`config.mk`:
```
export PLATFORM = sky130hd
export DESIGN_NAME = multicycle_div
export DESIGN_NICKNAME = d
export VERILOG_FILES = /design/src/rtl/multicycle_div.sv
export SDC_FILE = /design/constraint.sdc
export NUM_CORES = 1
export LEC_CHECK = 0
export BUFFER_PORTS_ARGS = -buffer_cell sky130_fd_sc_hd__buf_2
export CORE_AREA = 4 4 227 229
export DETAILED_ROUTE_END_ITERATION = 8
export DIE_AREA = 0 0 231 233
export GPL_ROUTABILITY_DRIVEN = 1
export PLACE_DENSITY = 0.75
export REMOVE_ABC_BUFFERS = 1
export SYNTH_ARGS = -nofsm -noshare
export SYNTH_HDL_FRONTEND = slang
export SYNTH_SLANG_ARGS = --single-unit
export TNS_END_PERCENT = 100
```
`constraint.sdc`:
```
create_clock -name clk -period 5.4 [get_ports clk]
set_input_delay 0.54 -clock clk [delete_from_list [all_inputs] [get_ports clk]]
set_output_delay 0.54 -clock clk [all_outputs]
set_load 0.02 [all_outputs]
```
`src/rtl/multicycle_div.sv`:
```
// -----------------------------------------------------------------------------
// multicycle_div
//   Iterative radix-2 restoring divider used by the execute stage for
//   DIV/DIVU/REM/REMU and the 32-bit W variants. A request is taken on
//   valid_in & ready_in, and the pipeline stalls until the result has been
//   handed over through the valid_out / out_ready handshake.
//
//   State sequence: IDLE -> PREP -> CALC (N cycles) -> FIX -> DONE -> IDLE.
//   Latency from the accepting edge to valid_out is N+2 edges, with N = XLEN.
//
//   Optional build macro DIV_FAST_EN:
//     W ops iterate only 32 times, giving a latency of 34.
//     Divide-by-zero and overflow go from PREP straight to FIX, giving a
//     latency of 2.
//
// Ports:
//   clk        rising-edge clock
//   resetn     asynchronous active-low reset
//   flush      synchronous kill of the in-flight op; takes priority over a request
//   valid_in   request; operands and op fields are valid
//   ready_in   high only in IDLE
//   is_signed  signed op (DIV/REM/DIVW/REMW)
//   is_rem     return the remainder instead of the quotient
//   is_word    32-bit op; the result is sign-extended to XLEN
//   srca       dividend (rs1)
//   srcb       divisor (selected operand B)
//   valid_out  result valid; held until out_ready
//   out_ready  consumer accepts the result
//   result     quotient or remainder
// -----------------------------------------------------------------------------
module multicycle_div #(
  parameter int XLEN = 64
) (
  input  logic            clk,
  input  logic            resetn,
  input  logic            flush,
  input  logic            valid_in,
  output logic            ready_in,
  input  logic            is_signed,
  input  logic            is_rem,
  input  logic            is_word,
  input  logic [XLEN-1:0] srca,
  input  logic [XLEN-1:0] srcb,
  output logic            valid_out,
  input  logic            out_ready,
  output logic [XLEN-1:0] result
);

  localparam int CNT_W = $clog2(XLEN);

  typedef enum logic [2:0] {
    IDLE = 3'd0,
    PREP = 3'd1,
    CALC = 3'd2,
    FIX  = 3'd3,
    DONE = 3'd4
  } state_t;

  state_t            state_reg;
  logic              signed_reg;
  logic              rem_op_reg;
  logic              word_reg;
  logic [XLEN-1:0]   a_reg;       // raw dividend; after PREP, the op-width extended dividend
  logic [XLEN-1:0]   b_reg;       // raw divisor
  logic [XLEN-1:0]   rem_reg;     // partial remainder
  logic [XLEN-1:0]   quo_reg;     // dividend bits shifting out / quotient bits shifting in
  logic [XLEN-1:0]   div_reg;     // divisor magnitude
  logic [CNT_W-1:0]  cnt_reg;
  logic              sa_reg;      // dividend sign, which the remainder takes
  logic              qs_reg;      // quotient sign
  logic              dz_reg;      // divide by zero
  logic              ov_reg;      // signed overflow
  logic              valid_out_reg;
  logic [XLEN-1:0]   result_reg;

  // Sign-extend a 32-bit value to XLEN.
  function automatic logic [XLEN-1:0] sext32(input logic [31:0] v);
    return {{(XLEN-32){v[31]}}, v};
  endfunction

  // ---------------------------------------------------------------------------
  // PREP: operand extension, sign handling and special-case detection.
  // ---------------------------------------------------------------------------
  logic [XLEN-1:0] a_ext;
  logic [XLEN-1:0] b_ext;
  logic [XLEN-1:0] a_mag;
  logic [XLEN-1:0] b_mag;
  logic [XLEN-1:0] min_neg;
  logic            a_neg;
  logic            b_neg;
  logic            prep_dz;
  logic            prep_ov;

  always_comb begin
    a_ext = a_reg;
    b_ext = b_reg;
    if (word_reg) begin
      if (signed_reg) begin
        a_ext = sext32(a_reg[31:0]);
        b_ext = sext32(b_reg[31:0]);
      end else begin
        a_ext = {{(XLEN-32){1'b0}}, a_reg[31:0]};
        b_ext = {{(XLEN-32){1'b0}}, b_reg[31:0]};
      end
    end

    a_neg = signed_reg & a_ext[XLEN-1];
    b_neg = signed_reg & b_ext[XLEN-1];
    // The magnitude of the most-negative value is 2^(XLEN-1), which still fits
    // as an unsigned number, so no extra bit is needed.
    a_mag = a_neg ? (~a_ext + 1'b1) : a_ext;
    b_mag = b_neg ? (~b_ext + 1'b1) : b_ext;

    // Most-negative value of the op width, as it appears after extension.
    if (word_reg) begin
      min_neg = {{(XLEN-31){1'b1}}, 31'b0};
    end else begin
      min_neg = {1'b1, {(XLEN-1){1'b0}}};
    end

    prep_dz = (b_ext == '0);
    prep_ov = signed_reg && (a_ext == min_neg) && (b_ext == '1);
  end

  // ---------------------------------------------------------------------------
  // CALC: one restoring step.
  // The shifted remainder needs one extra bit, because it can reach
  // 2*divisor-1. The difference always fits in XLEN bits, so it is formed
  // on XLEN bits directly.
  // ---------------------------------------------------------------------------
  logic [XLEN:0]   shifted;
  logic            take;
  logic [XLEN-1:0] rem_step;
  logic [XLEN-1:0] quo_step;

  always_comb begin
    shifted  = {rem_reg, quo_reg[XLEN-1]};
    take     = (shifted >= {1'b0, div_reg});
    rem_step = take ? (shifted[XLEN-1:0] - div_reg) : shifted[XLEN-1:0];
    quo_step = {quo_reg[XLEN-2:0], take};
  end

  // ---------------------------------------------------------------------------
  // FIX: restore signs, override the special cases, then pick the result and
  // narrow it to the op width.
  // ---------------------------------------------------------------------------
  logic [XLEN-1:0] q_val;
  logic [XLEN-1:0] r_val;
  logic [XLEN-1:0] fix_res;

  always_comb begin
    q_val = qs_reg ? (~quo_reg + 1'b1) : quo_reg;
    r_val = sa_reg ? (~rem_reg + 1'b1) : rem_reg;
    if (dz_reg) begin
      q_val = '1;
      r_val = a_reg;
    end else if (ov_reg) begin
      q_val = a_reg;
      r_val = '0;
    end
    fix_res = rem_op_reg ? r_val : q_val;
    // W results are always sign-extended, whether or not the op is signed.
    if (word_reg) begin
      fix_res = sext32(fix_res[31:0]);
    end
  end

  // ---------------------------------------------------------------------------
  // Control FSM and datapath registers.
  // ---------------------------------------------------------------------------
  always_ff @(posedge clk or negedge resetn) begin
    if (!resetn) begin
      state_reg     <= IDLE;
      signed_reg    <= 1'b0;
      rem_op_reg    <= 1'b0;
      word_reg      <= 1'b0;
      a_reg         <= '0;
      b_reg         <= '0;
      rem_reg       <= '0;
      quo_reg       <= '0;
      div_reg       <= '0;
      cnt_reg       <= '0;
      sa_reg        <= 1'b0;
      qs_reg        <= 1'b0;
      dz_reg        <= 1'b0;
      ov_reg        <= 1'b0;
      valid_out_reg <= 1'b0;
      result_reg    <= '0;
    end else if (flush) begin
      // Kill whatever is in flight. The result register keeps its last value.
      state_reg     <= IDLE;
      valid_out_reg <= 1'b0;
    end else begin
      unique case (state_reg)
        IDLE: begin
          if (valid_in) begin
            signed_reg <= is_signed;
            rem_op_reg <= is_rem;
            word_reg   <= is_word;
            a_reg      <= srca;
            b_reg      <= srcb;
            state_reg  <= PREP;
          end
        end

        PREP: begin
          a_reg   <= a_ext;
          sa_reg  <= a_neg;
          qs_reg  <= a_neg ^ b_neg;
          dz_reg  <= prep_dz;
          ov_reg  <= prep_ov;
          rem_reg <= '0;
          quo_reg <= a_mag;
          div_reg <= b_mag;
          cnt_reg <= CNT_W'(XLEN - 1);
          state_reg <= CALC;
`ifdef DIV_FAST_EN
          if (word_reg) begin
            // Park the 32-bit magnitude in the top half, so that 32 shifts
            // consume all of it and leave the quotient in the low half.
            quo_reg <= {a_mag[31:0], {(XLEN-32){1'b0}}};
            cnt_reg <= CNT_W'(31);
          end
          if (prep_dz || prep_ov) begin
            state_reg <= FIX;
          end
`endif
        end

        CALC: begin
          rem_reg <= rem_step;
          quo_reg <= quo_step;
          cnt_reg <= cnt_reg - 1'b1;
          if (cnt_reg == '0) begin
            state_reg <= FIX;
          end
        end

        FIX: begin
          result_reg    <= fix_res;
          valid_out_reg <= 1'b1;
          state_reg     <= DONE;
        end

        DONE: begin
          if (out_ready) begin
            valid_out_reg <= 1'b0;
            state_reg     <= IDLE;
          end
        end

        default: begin
          state_reg     <= IDLE;
          valid_out_reg <= 1'b0;
        end
      endcase
    end
  end

  assign ready_in  = (state_reg == IDLE);
  assign valid_out = valid_out_reg;
  assign result    = result_reg;

endmodule

```
==> impl_metrics.prom <==
# TYPE chip_impl_metric gauge
chip_impl_metric{name="worst_setup_hold_path_clk_slew",unit="ns"} 0.06
chip_impl_metric{name="drv_cap",unit=""} 0
chip_impl_metric{name="yosys_register_bits",unit=""} 401
chip_impl_info{name="synth-main-ff-cell",value="sky130_fd_sc_hd__dfrtp_1"} 1
chip_impl_info{name="critPathCaptureType",value="register"} 1
chip_impl_metric{name="globalRouteOverflowTotal",unit=""} 0
chip_impl_metric{name="die_height",unit="um"} 233
chip_impl_info{name="worstSetupPathType",value="reg -> reg"} 1
chip_impl_info{name="grt_most_used_layer",value="met2"} 1
chip_impl_metric{name="dr.first_iter.drc_count",unit=""} 2893
chip_impl_metric{name="via_density",unit=""} 6.40
chip_impl_metric{name="finalHoldViolCount",unit=""} 0
chip_impl_metric{name="grtUsageTotal",unit="%"} 34.7
chip_impl_metric{name="max-clock-path-buffers",unit=""} 3
chip_impl_metric{name="power.density",unit="nW/um^2"} 566
chip_impl_info{name="crit_path_start_kind",value="register"} 1
chip_impl_metric{name="place.detailed.instances",unit=""} 4143
chip_impl_metric{name="rows",unit=""} 82
chip_impl_metric{name="critical_path.max_stage_delay",unit="ns"} 0.79
chip_impl_info{name="worst_hold_path_type",value="in -> reg"} 1
chip_impl_metric{name="report.final.slew_viol_count",unit=""} 0
chip_impl_metric{name="via_count",unit=""} 27100
chip_impl_info{name="cts_tree",value="built"} 1
chip_impl_metric{name="ys_types",unit=""} 84
chip_impl_metric{name="max-slew-margin-rel",unit="%"} 23.3
chip_impl_metric{name="fillCellCount",unit=""} 4445
chip_impl_info{name="path_delay_family",value="simple AND/OR/NAND/NOR gates"} 1
chip_impl_metric{name="global_route.usage.met2",unit="%"} 54.4
chip_impl_metric{name="drt.antenna.violating_nets",unit=""} 0
chip_impl_metric{name="drc_errors",unit=""} 0
chip_impl_metric{name="grt.met1_usage",unit="%"} 47.8
chip_impl_metric{name="wl_per_cell",unit="um"} 22.5
chip_impl_metric{name="final_layout_size_suffix_gt1_share",unit="%"} 12.6
chip_impl_metric{name="worstPathArrival",unit="ns"} 4.63
chip_impl_info{name="crit_path_cell_trace",value="or4_1, nor4b_1, nand4_1, buf_4, nor4_1, o211ai_1, o21ai_0, xnor2_1, nor2_1, a21oi_1, o21ai_0"} 1
chip_impl_metric{name="syn-mean-instance-area",unit="um^2"} 8.05
chip_impl_metric{name="ff2ff_path_depth",unit=""} 11
chip_impl_metric{name="report.power.total",unit="mW"} 17.5
chip_impl_metric{name="io-pin-count",unit=""} 202
chip_impl_metric{name="global_route.usage.met3",unit="%"} 6.00
chip_impl_metric{name="fin_worst_skew",unit="ns"} 0.0223
chip_impl_metric{name="timing.hold.worst_path_depth",unit=""} 2
chip_impl_metric{name="power.leakage",unit="nW"} 13.4
chip_impl_metric{name="htreeDepth",unit=""} 2
chip_impl_metric{name="antenna_cells",unit=""} 0
chip_impl_metric{name="postCtsSetupBuffers",unit=""} 0
chip_impl_metric{name="utilization",unit="%"} 62.3
chip_impl_metric{name="timing.critical_path.depth",unit=""} 11
chip_impl_metric{name="finalSetupViolCount",unit=""} 0
chip_impl_metric{name="timing.critical_path.required",unit="ns"} 5.84
chip_impl_metric{name="port-buffer-count",unit=""} 201
chip_impl_metric{name="critical_path_peak_fanout",unit=""} 7
chip_impl_metric{name="synthCells",unit=""} 3465
chip_impl_metric{name="finish.cell_count_without_fillers",unit=""} 4230
chip_impl_info{name="layout.cells.most_common",value="sky130_fd_sc_hd__nand2_1"} 1
chip_impl_metric{name="grt_first_pass_wirelength",unit="um"} 149000
chip_impl_metric{name="yosysWarningCount",unit=""} 0
chip_impl_metric{name="fin_nets",unit=""} 3729
chip_impl_info{name="commonest_cells_after_routing_fill_and_taps_aside",value="sky130_fd_sc_hd__nand2_1, sky130_fd_sc_hd__o21ai_0, sky130_fd_sc_hd__dfrtp_1"} 1
chip_impl_info{name="rsz0062_at_grt",value="false"} 1
chip_impl_metric{name="synth-async-reset-ratio",unit="%"} 100
chip_impl_metric{name="die_w",unit="um"} 231
chip_impl_metric{name="worst_slew_pin_slew",unit="ns"} 1.15
chip_impl_metric{name="drt_pre_antenna_iters",unit=""} 6
chip_impl_metric{name="detailedPlacementHpwl",unit="um"} 70200
chip_impl_metric{name="areaGrowthSynthToFinish",unit="%"} 11.0
chip_impl_info{name="status",value="finished, final reports clean"} 1
chip_impl_metric{name="first_global_vias",unit=""} 26100
chip_impl_metric{name="worstSkewPairLatency",unit="ns"} 0.60
chip_impl_metric{name="critical_path.n_buffers_inverters",unit=""} 1
chip_impl_metric{name="vdd_drop_max",unit="uV"} 396
chip_impl_metric{name="place_congestion",unit=""} 0.982
chip_impl_info{name="crit_slowest_cell",value="sky130_fd_sc_hd__nor4b_1"} 1
chip_impl_metric{name="cts_inserted_buffers",unit=""} 47
chip_impl_metric{name="final_wirelength",unit="um"} 95200
chip_impl_metric{name="maxClockFrequency",unit="GHz"} 0.238
chip_impl_metric{name="core_area",unit="um^2"} 49700
chip_impl_metric{name="synth_enable_flop_cells",unit=""} 0
chip_impl_metric{name="clock-sinks",unit=""} 401
chip_impl_metric{name="period_share",unit="%"} 77.7
chip_impl_info{name="cpMostUsedCell",value="sky130_fd_sc_hd__o21ai_0"} 1
chip_impl_metric{name="die-area",unit="um^2"} 53800
chip_impl_metric{name="grt_start_max_net_pins",unit=""} 170
chip_impl_metric{name="multi_input_comb_area",unit="um^2"} 16600
chip_impl_metric{name="antenna_found_initial",unit=""} 1
chip_impl_metric{name="post-route-min-period",unit="ns"} 4.19
chip_impl_metric{name="portion_of_the_post_synthesis_area_used_by_sequential_elements",unit="%"} 36.0
chip_impl_metric{name="fin_worst_hold_slack",unit="ns"} 0.174
chip_impl_metric{name="ff_latch_area",unit="um^2"} 10000
chip_impl_metric{name="mappedNetlistArea",unit="um^2"} 27900
chip_impl_info{name="clockRootBuffer",value="sky130_fd_sc_hd__clkbuf_16"} 1
chip_impl_metric{name="initial_util",unit="%"} 56.2
-- synth_stat cells, types with 51 or more instances --
| cell type | instances | area, um^2 |
|---|---|---|
| sky130_fd_sc_hd__inv_1 | 106 | 398 |
| sky130_fd_sc_hd__o31ai_1 | 58 | 435 |
| sky130_fd_sc_hd__nand4_1 | 51 | 319 |
| sky130_fd_sc_hd__clkbuf_1 | 227 | 852 |
| sky130_fd_sc_hd__dfrtp_1 | 401 | 10000 |
| sky130_fd_sc_hd__nor2_1 | 220 | 826 |
| sky130_fd_sc_hd__mux2_2 | 69 | 777 |
| sky130_fd_sc_hd__xnor2_1 | 105 | 920 |
| sky130_fd_sc_hd__nand2_1 | 503 | 1890 |
| sky130_fd_sc_hd__a21oi_1 | 299 | 1500 |
| sky130_fd_sc_hd__xor2_1 | 180 | 1580 |
| sky130_fd_sc_hd__ha_1 | 71 | 888 |
| sky130_fd_sc_hd__o21ai_0 | 452 | 2260 |
| sky130_fd_sc_hd__nor3_1 | 60 | 300 |
-- metrics by stage --
step                      setup slack (ns)  setup TNS (ns)  instance area (um^2)
after floorplan                      -1.89         -174.72                 26900
after global placement                1.34               0                 29300
after detailed placement              1.24               0                 29300
after CTS                             1.20               0                 30900
after global routing                 0.838               0                 30900
final                                 1.21               0                 30900
-- where the power goes --
part | internal (mW) | switching [mW] | leakage [nW]
combinational | 3.30 | 5.38 | 7.57
sequential | 4.00 | 1.51 | 5.09
clock | 2.00 | 1.32 | 0.788
total | 9.30 | 8.22 | 13.4
-- area by class of cell --
type / count / share of cell area, %
timing repair buffer: 258 / 4.84
clock inverter: 17 / 0.748
tap: 672 / 2.72
multi-input combinational: 2705 / 53.5
sequential: 401 / 32.4
inverter: 108 / 1.31
clock buffer: 69 / 4.43
-- cells by family after synthesis --
family / Yosys count / synth area share, %
xor+xnor: 285 / 8.95
fa+ha+maj: 72 / 3.26
buf+inv: 359 / 4.90
flops: 401 / 36.0
mux: 103 / 4.01
compound gates: 1154 / 24.9
simple gates: 1091 / 18.0
-- worst paths after layout --
| path | endpoint | slack [ns] | startpoint |
|---|---|---|---|
| worst max-delay path | quo_reg[54] | 1.21 | a_reg[26] |
| worst min-delay path | b_reg[61] | 0.17 | srcb[61] |
| worst max register to register | quo_reg[54] | 1.21 | a_reg[26] |
| worst min register to register | result[6] | 0.47 | result[6] |
| max in group asynchronous | a_reg[36] | 3.62 | resetn |
| min in group asynchronous | b_reg[0] | 0.56 | resetn |
-- worst register-to-register path: stages, from the launching register on --
cell and delay (ns):
sky130_fd_sc_hd__dfrtp_1 0.43, sky130_fd_sc_hd__or4_1 0.61, sky130_fd_sc_hd__nor4b_1 0.79, sky130_fd_sc_hd__nand4_1 0.16, sky130_fd_sc_hd__buf_4 0.21, sky130_fd_sc_hd__nor4_1 0.74
sky130_fd_sc_hd__o211ai_1 0.37, sky130_fd_sc_hd__o21ai_0 0.30, sky130_fd_sc_hd__xnor2_1 0.14, sky130_fd_sc_hd__nor2_1 0.05, sky130_fd_sc_hd__a21oi_1 0.13, sky130_fd_sc_hd__o21ai_0 0.08
-- per-layer routing --
metal | up-vias | wire length, um
li1 | 12600 | -
met1 | 13000 | 40100
met2 | 1249 | 42500
met3 | 240 | 8440
met4 | 2 | 4240
met5 | - | 13
-- repair_timing --
action | in CTS | in global routing
gates resized for setup | 0 | 0
hold buffers | 1 | 0
endpoints found under the hold margin | 57 | 0
(Power assumes the default switching activity.)
